--- config.mk ---
export PLATFORM = sky130hd
export DESIGN_NAME = datapath_mc
export DESIGN_NICKNAME = d
export VERILOG_FILES = /design/src/rtl/datapath_mc.sv
export SDC_FILE = /design/constraint.sdc
export NUM_CORES = 1
export LEC_CHECK = 0
export ABC_AREA = 1
export BUFFER_PORTS_ARGS = -buffer_cell sky130_fd_sc_hd__buf_4
export CORE_MARGIN = 2
export CORE_UTILIZATION = 25
export DETAILED_ROUTE_END_ITERATION = 8
export GPL_TIMING_DRIVEN = 0
export PLACE_DENSITY_LB_ADDON = 0.12
export SYNTH_ARGS = -nofsm -noshare
export SYNTH_HDL_FRONTEND = slang
export SYNTH_SLANG_ARGS = --single-unit
--- constraint.sdc ---
create_clock -name clk -period 4 [get_ports clk]
set_clock_uncertainty 0.1 [all_clocks]
set_input_delay 1 -clock clk [delete_from_list [all_inputs] [get_ports clk]]
set_output_delay 1 -clock clk [all_outputs]
set_load 0.1 [all_outputs]
--- src/rtl/datapath_mc.sv ---
// -----------------------------------------------------------------------------
// datapath_mc
//
// Multicycle register-to-register datapath with its own operand sequencer.
// A single start pulse reads Rn into A, then Rm into B (one register-file read
// port, so the two loads take separate cycles), shifts B, runs the ALU into C
// and the flags, then writes the selected source back to Rd.
// When vsel selects anything other than C, the load and execute stages are
// skipped and the operation goes straight to write-back.
//
// Parameters
//   WIDTH  data width of registers, ALU and immediates
//   NREGS  register-file depth (power of two), RW = $clog2(NREGS)
//   PCW    PC width, PCW <= WIDTH
//
// Ports
//   clk, rst_n          clock, synchronous active-low reset
//   start               request an operation (accepted only in IDLE)
//   rd, rn, rm          destination, A-source, B-source register numbers
//   shift               B shift: 00 none, 01 LSL1, 10 LSR1, 11 ASR1
//   alu_op              00 A+B, 01 A-B, 10 A&B, 11 ~B
//   vsel                write-back source: 00 C, 01 PC, 10 sximm8, 11 mdata
//   asel, bsel          force A to 0 / use sximm5 as B
//   set_flags, wb       update flags in EXEC / write Rd in WB
//   sximm8, sximm5      pre-extended immediates
//   mdata, PC           memory data, program counter
//   busy, done          operation in flight / one-cycle completion pulse
//   result, flags       C register, {V, N, Z}
//
// Build option
//   DATAPATH_MC_REGCLR_EN  when defined, reset also clears the register file;
//                          otherwise register contents persist across reset.
//
// state   | meaning
// --------+-------------------------------------------------
// S_IDLE  | waiting for start; fields latched on accept
// S_LOAD_A| A <- R[rn]
// S_LOAD_B| B <- R[rm]
// S_EXEC  | C <- ALU(Ain, Bin); flags if set_flags
// S_WB    | R[rd] <- vsel source if wb; done next cycle
// -----------------------------------------------------------------------------
module datapath_mc #(
  parameter int WIDTH = 16,
  parameter int NREGS = 8,
  parameter int PCW   = 8
) (
  input  logic                     clk,
  input  logic                     rst_n,
  input  logic                     start,
  input  logic [$clog2(NREGS)-1:0] rd,
  input  logic [$clog2(NREGS)-1:0] rn,
  input  logic [$clog2(NREGS)-1:0] rm,
  input  logic [1:0]               shift,
  input  logic [1:0]               alu_op,
  input  logic [1:0]               vsel,
  input  logic                     asel,
  input  logic                     bsel,
  input  logic                     set_flags,
  input  logic                     wb,
  input  logic [WIDTH-1:0]         sximm8,
  input  logic [WIDTH-1:0]         sximm5,
  input  logic [WIDTH-1:0]         mdata,
  input  logic [PCW-1:0]           PC,
  output logic                     busy,
  output logic                     done,
  output logic [WIDTH-1:0]         result,
  output logic [2:0]               flags
);

  localparam int RW  = $clog2(NREGS);
  localparam int MSB = WIDTH - 1;

  typedef enum logic [2:0] {
    S_IDLE   = 3'd0,
    S_LOAD_A = 3'd1,
    S_LOAD_B = 3'd2,
    S_EXEC   = 3'd3,
    S_WB     = 3'd4
  } state_t;

  state_t state_q, state_d;

  // Operation fields captured at the accept edge
  logic [RW-1:0]    rd_q, rd_d;
  logic [RW-1:0]    rn_q, rn_d;
  logic [RW-1:0]    rm_q, rm_d;
  logic [1:0]       shift_q, shift_d;
  logic [1:0]       alu_op_q, alu_op_d;
  logic [1:0]       vsel_q, vsel_d;
  logic             asel_q, asel_d;
  logic             bsel_q, bsel_d;
  logic             set_flags_q, set_flags_d;
  logic             wb_q, wb_d;
  logic [WIDTH-1:0] sximm5_q, sximm5_d;

  logic [WIDTH-1:0] a_q, a_d;
  logic [WIDTH-1:0] b_q, b_d;
  logic [WIDTH-1:0] c_q, c_d;
  logic [2:0]       flags_q, flags_d;
  logic             done_q, done_d;

  logic [WIDTH-1:0] regs_q [NREGS];
  logic [RW-1:0]    rf_raddr;
  logic [WIDTH-1:0] rf_rdata;
  logic             rf_we;
  logic [WIDTH-1:0] rf_wdata;

  logic [WIDTH-1:0] b_sh;
  logic [WIDTH-1:0] ain;
  logic [WIDTH-1:0] bin;
  logic [WIDTH-1:0] alu_res;
  logic             alu_v;
  logic [WIDTH-1:0] pc_ext;

  // Single read port: B's address only in LOAD_B, A's otherwise
  assign rf_raddr = (state_q == S_LOAD_B) ? rm_q : rn_q;
  assign rf_rdata = regs_q[rf_raddr];

  // ---------------------------------------------------------------------------
  // Shifter and ALU
  // ---------------------------------------------------------------------------
  always_comb begin
    b_sh = b_q;
    case (shift_q)
      2'b01:   b_sh = {b_q[MSB-1:0], 1'b0};
      2'b10:   b_sh = {1'b0, b_q[MSB:1]};
      2'b11:   b_sh = {b_q[MSB], b_q[MSB:1]};
      default: b_sh = b_q;
    endcase

    ain = asel_q ? '0 : a_q;
    bin = bsel_q ? sximm5_q : b_sh;

    alu_res = '0;
    alu_v   = 1'b0;
    case (alu_op_q)
      2'b00: begin
        alu_res = ain + bin;
        alu_v   = (ain[MSB] == bin[MSB]) && (alu_res[MSB] != ain[MSB]);
      end
      2'b01: begin
        alu_res = ain - bin;
        alu_v   = (ain[MSB] != bin[MSB]) && (alu_res[MSB] != ain[MSB]);
      end
      2'b10:   alu_res = ain & bin;
      default: alu_res = ~bin;
    endcase
  end

  // ---------------------------------------------------------------------------
  // Write-back source; mdata, PC and sximm8 are taken live in WB
  // ---------------------------------------------------------------------------
  always_comb begin
    pc_ext          = '0;
    pc_ext[PCW-1:0] = PC;
    case (vsel_q)
      2'b00:   rf_wdata = c_q;
      2'b01:   rf_wdata = pc_ext;
      2'b10:   rf_wdata = sximm8;
      default: rf_wdata = mdata;
    endcase
  end

  // ---------------------------------------------------------------------------
  // Sequencer next-state and datapath register updates
  // ---------------------------------------------------------------------------
  always_comb begin
    state_d     = state_q;
    rd_d        = rd_q;
    rn_d        = rn_q;
    rm_d        = rm_q;
    shift_d     = shift_q;
    alu_op_d    = alu_op_q;
    vsel_d      = vsel_q;
    asel_d      = asel_q;
    bsel_d      = bsel_q;
    set_flags_d = set_flags_q;
    wb_d        = wb_q;
    sximm5_d    = sximm5_q;
    a_d         = a_q;
    b_d         = b_q;
    c_d         = c_q;
    flags_d     = flags_q;
    done_d      = 1'b0;
    rf_we       = 1'b0;

    case (state_q)
      S_IDLE: begin
        if (start) begin
          rd_d        = rd;
          rn_d        = rn;
          rm_d        = rm;
          shift_d     = shift;
          alu_op_d    = alu_op;
          vsel_d      = vsel;
          asel_d      = asel;
          bsel_d      = bsel;
          set_flags_d = set_flags;
          wb_d        = wb;
          sximm5_d    = sximm5;
          state_d     = (vsel == 2'b00) ? S_LOAD_A : S_WB;
        end
      end
      S_LOAD_A: begin
        a_d     = rf_rdata;
        state_d = S_LOAD_B;
      end
      S_LOAD_B: begin
        b_d     = rf_rdata;
        state_d = S_EXEC;
      end
      S_EXEC: begin
        c_d = alu_res;
        if (set_flags_q) begin
          flags_d = {alu_v, alu_res[MSB], (alu_res == '0)};
        end
        state_d = S_WB;
      end
      S_WB: begin
        rf_we   = wb_q;
        done_d  = 1'b1;
        state_d = S_IDLE;
      end
      default: state_d = S_IDLE;
    endcase
  end

  always_ff @(posedge clk) begin
    if (!rst_n) begin
      state_q     <= S_IDLE;
      rd_q        <= '0;
      rn_q        <= '0;
      rm_q        <= '0;
      shift_q     <= '0;
      alu_op_q    <= '0;
      vsel_q      <= '0;
      asel_q      <= 1'b0;
      bsel_q      <= 1'b0;
      set_flags_q <= 1'b0;
      wb_q        <= 1'b0;
      sximm5_q    <= '0;
      a_q         <= '0;
      b_q         <= '0;
      c_q         <= '0;
      flags_q     <= '0;
      done_q      <= 1'b0;
    end else begin
      state_q     <= state_d;
      rd_q        <= rd_d;
      rn_q        <= rn_d;
      rm_q        <= rm_d;
      shift_q     <= shift_d;
      alu_op_q    <= alu_op_d;
      vsel_q      <= vsel_d;
      asel_q      <= asel_d;
      bsel_q      <= bsel_d;
      set_flags_q <= set_flags_d;
      wb_q        <= wb_d;
      sximm5_q    <= sximm5_d;
      a_q         <= a_d;
      b_q         <= b_d;
      c_q         <= c_d;
      flags_q     <= flags_d;
      done_q      <= done_d;
    end
  end

  // ---------------------------------------------------------------------------
  // Register file. A write pending in WB is dropped if reset is asserted in
  // that same cycle, so an aborted operation never reaches the file.
  // ---------------------------------------------------------------------------
  always_ff @(posedge clk) begin
`ifdef DATAPATH_MC_REGCLR_EN
    if (!rst_n) begin
      for (int i = 0; i < NREGS; i++) begin
        regs_q[i] <= '0;
      end
    end else if (rf_we) begin
      regs_q[rd_q] <= rf_wdata;
    end
`else
    if (rst_n && rf_we) begin
      regs_q[rd_q] <= rf_wdata;
    end
`endif
  end

  assign busy   = (state_q != S_IDLE);
  assign done   = done_q;
  assign result = c_q;
  assign flags  = flags_q;

endmodule
After elaboration in Yosys (flattened, before gate mapping)
Memories as Yosys holds them, arrays and structs flattened.
Index checks and enable logic that the tools add are counted.
Storage, ports and cells
  bits in read-only memories: 0
  flip-flop bits (word level): 90
  bits in latches: 0
  memories: 1
  RAM bits: 128
Operators by class
  shifts and indexed selects: 0
  magnitude comparators: 0
  divide/modulo/power cells: 0
  bitwise gates (word level): 2
  reductions and logical operators: 11
  multipliers: 0
  equal/unequal tests: 16
  $add $sub $neg: 2
  multiplexer cells: 14
Memories
  regs_q: depth 8, width 16, read ports 1, clocked after memory_dff 0, write ports 1, RTL line 102  | logic [WIDTH-1:0] regs_q [NREGS];
Operators by type and width (number)
  16-bit case mux with 3 select lines: 3
  16-bit two-way mux: 2
  16-bit adder: 1
  16-bit AND: 1
  16-bit logical NOT: 1
  16-bit inverter: 1
  16-bit subtractor: 1
  3-bit case mux with 4 select lines: 1
  3-bit two-way mux: 3
  2-bit equality test, second input constant: 4
  2-bit by 1-bit equality test with 1-bit output, second input constant: 3
  3-bit by 2-bit equality test with 1-bit output, second input constant: 2
  2-bit logical NOT: 3
  1-bit two-way mux: 4
  2-bit AND reduction: 2
  3-bit by 1-bit equality test with 1-bit output, second input constant: 1
  3-bit equality test, second input constant: 1
  1-bit logical AND: 3
  3-bit logical NOT: 1
  1-bit inequality test: 3
  3-bit nonzero test: 1
  2-bit inequality test, second input constant: 1
  1-bit case mux with 2 select lines: 1
  1-bit equality test: 1

Depth between registers and ports, before layout
Gate-level depths: netlist of run 1.
  depth after elaboration: 7
  depth in mapped cells: 23
  depth with buffers taken out: 21

Worst setup path after synthesis of run 1
Ideal clock, no wire load.
  path type: input to register
  from: input port rst_n
  to: memory regs_q[2][0], enable pin
  data arrival time: 2547 ps
  path buffers: 0
  required time: 3491 ps
  setup time: 409 ps
  slack: 943 ps
  stages: 4
  path through: inv_1 nor3_1 nand2_1 nor3_1
On the way
  word-level cells in the longest chain between the ends: 3
Ends and longest elaborated chain
  from (decl): RTL line 48  | input logic rst_n,
  1-bit logical AND: RTL line 282  | if (rst_n && rf_we) begin
  1-bit two-way mux: RTL line 282
  1-bit two-way mux (implied by the code): RTL line 283  | regs_q[rd_q] <= rf_wdata;
  to (decl): RTL line 102
Every way passes these cells.

Final worst setup path of run 1
  from: register shift_q[1]
  to: register flags_q[0], in the netlist flags[0]
On the way
  word-level cells in the longest chain between the ends: 6
  elaborated cells on any way between the ends: 11
  those cells by class: add/sub: 2; eq/ne: 3; mux: 3; bitwise: 2; reduce/logical: 1
Ends and longest elaborated chain
  from (decl): RTL line 87  | logic [1:0] shift_q, shift_d;
  from (signal assigned): RTL line 252  | shift_q <= shift_d;
  2-bit equality test / 2-bit by 1-bit equality test with 1-bit output (equally long branches): RTL line 124  | case (shift_q)
  16-bit case mux with 3 select lines *: RTL line 124
  16-bit two-way mux *: RTL line 132  | bin = bsel_q ? sximm5_q : b_sh;
  16-bit subtractor, or another cell as far along: RTL line 142  | alu_res = ain - bin;
  16-bit case mux with 3 select lines *: RTL line 136  | case (alu_op_q)
  16-bit logical NOT *: RTL line 215  | flags_d = {alu_v, alu_res[MSB], (alu_res == '0)};
  to (signal assigned): RTL line 263  | flags_q <= flags_d;
  to (decl): RTL line 99  | logic [2:0] flags_q, flags_d;
Mark *: on every way between the ends. The rest lies on a longest branch, timed or not.
A chain may end at the register's enable or synchronous reset.

==> qor.yml, run 1 <==
status: "finished, final reports clean"
drtAntennaViolNets: 0
cts_buffers: 26
root_buffer: "clkbuf_16"
grtUsageTotal: 0.178
postSynthNetCount: 1491
die_area_um2: 46600
antenna_cells: 0
start_util: 0.254
pwr-share-comb: 0.255
num-nets-final: 1629
final_cell_count_no_fill: 2127
fin_util: 0.309
grt_pass1_vias: 10100
yosys_warnings: 0
die_y_um: 216
pwr-share-seq: 0.398
synth_top_family_by_area: "simple AND/OR/NAND/NOR gates"
cts_max_path_buffers: 3
finalSetupTns_ns: 0
grt-ovfl-total: 0
area_growth_pct: 22.0
grt_max_degree: 13
crit_required_ns: 4.36
die_w_um: 216
min_path_type: "reg2reg"
fmax_mhz: 273
worst_setup_path_end_kind: "register"
synth_edf_count: 128
ir_drop_mv: 0.271
syn_inst: 1379
ys_ff_latch: 218
mostFrequentLayoutCells: "nand2_1, nor2_1, inv_1"
synth.avg_cell_area_um2: 8.13
synth_ff_type: "edfxtp_1"
report.final.setup_viol: 0
critPathKind: "reg2reg"
ios: 99
wl_per_cell_um: 19.9
hold_buffers: 0
cts.sinks: 218
drt-initial-drc-count: 606
final_common_cell: "nand2_1"
drt_pass1_iterations: 5
finalMaxSlewViolations: 0
cp-start-kind: "register"
clk_pin_slew_ns: 0.06
worstRegToRegCells: 20
grt_pass1_wl_mm: 62.6
routed_wl_mm: 42.4
hold_viol: 0
clock_latency_ns: 0.53
max_slew.worst_pin.slew_ns: 0.936
rows: 77
intPower_uw: 4230
hp-start: "sximm5_q[5]"
drc: 0
r2r_end: "flags[0]"
timing.reg2reg.setup_slack_ns: 0.34
cts_setup_buffers: 0
synthMuxAreaShare: 0
relSlewSlack: 0.376
cts.repair.resized: 0
mappedNetlistArea_um2: 11200
seq_area_frac_synth: 0.504
hpwl_mm: 33.1
min_period_over_period: 0.915
async_reset_ff_frac: 0
yosysUniqueCellTypes: 38
p_sw_uw: 2100
core_um2: 44200
p_leak_uw: 0.00550
synthSimpleGateAreaFrac: 0.202
synth-compound-area-share: 0.176
placed_cells: 2081
min_to: "sximm5_q[5]"
synth-xor-area-share: 0.000781
hold_depth: 2
drive_gt1_frac: 0.129
fin_total_pwr_uw: 6330
cp_max_fo: 8
power.density_nw_per_um2: 463
clockPowerShare: 0.348
tritoncts: "built"
arrival_ns: 4.02
p_sw_frac: 0.332
synth_fa_ha_area_frac: 0.0393
portBuffers: 98
min_period_ns: 3.66
via_per_inst: 4.69
num_vias: 9984
gp_congestion: 0.849
r2r-start: "shift_q[1]"
htree_num_levels: 1
antenna_found_initial: 0
rsz0062_at_grt: "no"
max-cap-violations: 0
-- flip-flops by register name (all words and copies together) (netlist names), 16 cells and up --
signal    cells
regs_q      128
a_q          16
b_q          16
result       16
sximm5_q     16
-- power groups by stage --
stage	registers (uW)	clock network [uW]	logic [uW]
finish	2520	2200	1610
global route	2520	2360	1800
CTS	2520	2260	1620
detailed placement	2560	0	1610
global placement	2560	0	1610
floorplan	2560	0	1010
-- cell type report --
cell class,instances,area (um^2)
fill,4797,30500
sequential,218,5650
multi-input combinational,939,4720
timing repair buffer,110,898
clock buffer,39,753
tap,592,741
inverter,150,563
buffer,72,323
clock inverter,7,35.0
-- kinds of logic after synthesis --
logic type	count (synthesis)
AO/OA/AOI/OAI	362
buffers and inverters	222
AND/OR/NAND/NOR	542
XOR/XNOR	1
adder cells (fa/ha/maj)	34
flip-flops	218
-- per-stage QoR --
step / worst slack [ns] / cell area (um^2) / hold WS (ns)
4_1_cts: 0.0554 / 13700 / 0.348
2_1_floorplan: 0.943 / 11200 / 0.324
3_3_place_gp: -1.01 / 12700 / 0.334
5_1_grt: 0.0295 / 13700 / 0.363
6_report: 0.339 / 13700 / 0.345
3_5_place_dp: 0.0807 / 12900 / 0.340
-- worst max-delay path by stage --
stage / start / end / slack (ns) / cells past startpoint
2_1_floorplan: rst_n / regs_q[2][0] / 0.94 / 4
3_3_place_gp: rst_n / regs_q[4][10] / -1.01 / 5
3_5_place_dp: shift_q[1] / flags[0] / 0.08 / 20
4_1_cts: shift_q[1] / flags[0] / 0.06 / 20
5_1_grt: shift_q[1] / flags[0] / 0.03 / 23
6_report: shift_q[1] / flags[0] / 0.34 / 20
-- worst max-delay path: stages (launching register included) --
cell	delay [ns]
dfxtp_1	0.29
buf_4	0.16
nor2_4	0.17
nand2_1	0.10
a21oi_2	0.25
ha_1	0.27
inv_1	0.08
fa_1	0.46
inv_1	0.07
nand2_1	0.06
nand2_1	0.13
nand3_1	0.11
nand2_1	0.17
nand3_1	0.13
nand2_1	0.09
nand2_1	0.05
nand3_1	0.08
nand4_1	0.21
nor2_1	0.23
nand3_1	0.21
a21oi_1	0.17
-- synth_stat cells (2+ instances only) --
master / instances / area, um^2
a21oi_1: 109 / 546
a221oi_1: 4 / 35.0
buf_2: 24 / 120
buf_4: 5 / 37.5
clkbuf_1: 40 / 150
clkbuf_2: 2 / 10.0
dfxtp_1: 90 / 1800
edfxtp_1: 128 / 3840
fa_1: 2 / 40.0
ha_1: 32 / 400
inv_1: 146 / 548
inv_2: 4 / 15.0
nand2_1: 255 / 957
nand3_1: 97 / 485
nand3b_1: 2 / 15.0
nand4_1: 16 / 100
nor2_1: 153 / 574
nor3_1: 11 / 55.1
nor3_4: 2 / 32.5
o211ai_1: 3 / 22.5
o21a_1: 7 / 52.6
o21ai_0: 142 / 711
o21ai_1: 46 / 230
o21bai_1: 3 / 22.5
o221ai_1: 17 / 149
o22ai_1: 26 / 163
or2_2: 2 / 12.5
-- routing by layer --
metal	track usage	wire length, um
met1	0.227	18800
met2	0.320	21300
met3	0.0207	1400
met4	0.0441	914
met5	0	0
(Power assumes the default switching activity.)
==> run 2, diff against run 1 <==
Clock period 4 ns to 4.1 ns, I/O delays scaled along.
==> qor.yml, run 2 (synthesis gave the netlist of run 1 again) <==
max-cap-violations: 0  # unchanged
cts_buffers: 26  # unchanged
min_to: "sximm5_q[5]"
worst_setup_path_end_kind: "register"
rsz0062_at_grt: "no"
hold_depth: 2  # unchanged
clock_latency_ns: 0.53  # about the same
max_slew.worst_pin.slew_ns: 0.998  # +0.0617 ns
worstRegToRegCells: 20  # unchanged
min_period_over_period: 0.919  # +0.00369
ios: 99  # unchanged
final_common_cell: "nand2_1"
ir_drop_mv: 0.265  # -2.0%
tritoncts: "built"
fmax_mhz: 265  # -2.8%
grt_pass1_wl_mm: 62.6  # unchanged
num-nets-final: 1629  # unchanged
hp-start: "sximm5_q[5]"
min_path_type: "reg2reg"
via_per_inst: 4.68  # -0.26%
drc: 0  # unchanged
root_buffer: "clkbuf_16"
die_area_um2: 46600  # unchanged
clk_pin_slew_ns: 0.06  # about the same
area_growth_pct: 22.0  # about the same
final_cell_count_no_fill: 2127  # unchanged
r2r_end: "flags[0]"
hold_viol: 0  # unchanged
drt-initial-drc-count: 593  # -2.1%
critPathKind: "reg2reg"
fin_total_pwr_uw: 6170  # -2.5%
grt_max_degree: 13  # unchanged
htree_num_levels: 1  # unchanged
grt_pass1_vias: 10100  # unchanged
cts.sinks: 218  # unchanged
cp-start-kind: "register"
die_w_um: 216  # unchanged
nFillCells: 4798  # +0.021%
report.final.setup_viol: 0  # unchanged
min_period_ns: 3.77  # +0.107 ns
antenna_found_initial: 0  # unchanged
die_y_um: 216  # unchanged
placed_cells: 2081  # unchanged
whs_ns: 0.346  # +0.000823 ns
crit_required_ns: 4.46  # +0.10 ns
status: "finished, final reports clean"
finalSetupTns_ns: 0  # unchanged
rows: 77  # unchanged
hpwl_mm: 33.1  # unchanged
start_util: 0.254  # unchanged
cts_max_path_buffers: 3  # unchanged
finalMaxSlewViolations: 0  # unchanged
r2r-start: "shift_q[1]"
largest_register_ffs: 128  # unchanged
arrival_ns: 4.13  # +0.11 ns
antenna_cells: 0  # unchanged
p_leak_uw: 0.00550  # about the same
grt-ovfl-total: 0  # unchanged
core_um2: 44200  # unchanged
wl_per_cell_um: 19.9  # about the same
drive_gt1_frac: 0.128  # -0.00130
grtUsageTotal: 0.178  # unchanged
mostFrequentLayoutCells: "nand2_1, nor2_1, inv_1"
relSlewSlack: 0.335  # -0.0411
power.density_nw_per_um2: 451  # -2.4%
routed_wl_mm: 42.4  # about the same
cp_max_fo: 8  # unchanged
regMostFlops: "regs_q"
gp_congestion: 0.849  # unchanged
timing.reg2reg.setup_slack_ns: 0.33  # about the same
portBuffers: 98  # unchanged
drtAntennaViolNets: 0  # unchanged
startpoint: "shift_q[1]"
drt_pass1_iterations: 6  # +1
num_vias: 9958  # -0.26%
run 2: changes by cell type in the layout (fill, tap and decap cells not counted):
| cell | before | now |
|---|---|---|
| nand2_2 | 1 | 0 |
| a21oi_1 | 108 | 109 |
| nand2_1 | 254 | 255 |
| a21oi_2 | 1 | 0 |
run 2: area by class of cell:
cell class | instances | area [um^2] | share of cell area
Multi-Input combinational cell | 939 | 4720 | 0.345
Timing Repair Buffer | 110 | 898 | 0.0657
Buffer | 72 | 323 | 0.0236
Clock inverter | 7 | 35.0 | 0.00256
Tap cell | 592 | 741 | 0.0542
Inverter | 150 | 563 | 0.0412
Sequential cell | 218 | 5650 | 0.413
Clock buffer | 39 | 753 | 0.0551
run 2: critical path: stages, from the launching register on:
cell and delay (ns):
dfxtp_1 0.29, buf_4 0.16, nor2_4 0.16, nand2_1 0.09
a21oi_1 0.35, ha_1 0.30, inv_1 0.08, fa_1 0.46
inv_1 0.07, nand2_1 0.06, nand2_1 0.13, nand3_1 0.11
nand2_1 0.17, nand3_1 0.13, nand2_1 0.08, nand2_1 0.04
nand3_1 0.08, nand4_1 0.20, nor2_1 0.23, nand3_1 0.22
a21oi_1 0.17
run 2: power by group:
part           switching [uW]  internal, uW
Combinational            1120           451
Clock                     887          1260
Sequential               45.6          2410
Total                    2050          4120
run 2: metal layers:
| metal | share of wire | routed length [um] | global-route usage | vias to the layer above |
|---|---|---|---|---|
| met1 | 0.44 | 18800 | 0.227 | 4733 |
| li1 | - | - | - | 4988 |
| met3 | 0.033 | 1380 | 0.0207 | 57 |
| met2 | 0.50 | 21300 | 0.320 | 180 |
| met5 | 0 | 0 | 0 | - |
| met4 | 0.022 | 914 | 0.0441 | 0 |
run 2: how the worst max path moves through the flow:
stage / to / slack, ns / depth (start not counted)
after floorplan: regs_q[2][0] / 1.02 / 4
final: flags[0] / 0.33 / 20
after CTS: flags[0] / 0.16 / 20
after global routing: flags[0] / 0.06 / 23
after detailed placement: flags[0] / 0.18 / 20
after global placement: regs_q[4][10] / -0.94 / 5
run 2: through the flow:
step / setup slack, ns / util / cell area (um^2)
floorplan: 1.02 / - / 11200
global placement: -0.940 / 0.287 / 12700
detailed placement: 0.181 / 0.291 / 12900
CTS: 0.155 / 0.309 / 13700
global route: 0.0608 / 0.309 / 13700
finish: 0.332 / 0.309 / 13700
run 2: timing repair:
action | in CTS | in global routing
setup endpoints to repair | 0 | 1
gates resized for setup | 0 | 3
setup buffers | 0 | 0
hold endpoints to repair | 0 | 0
hold buffers | 0 | 0
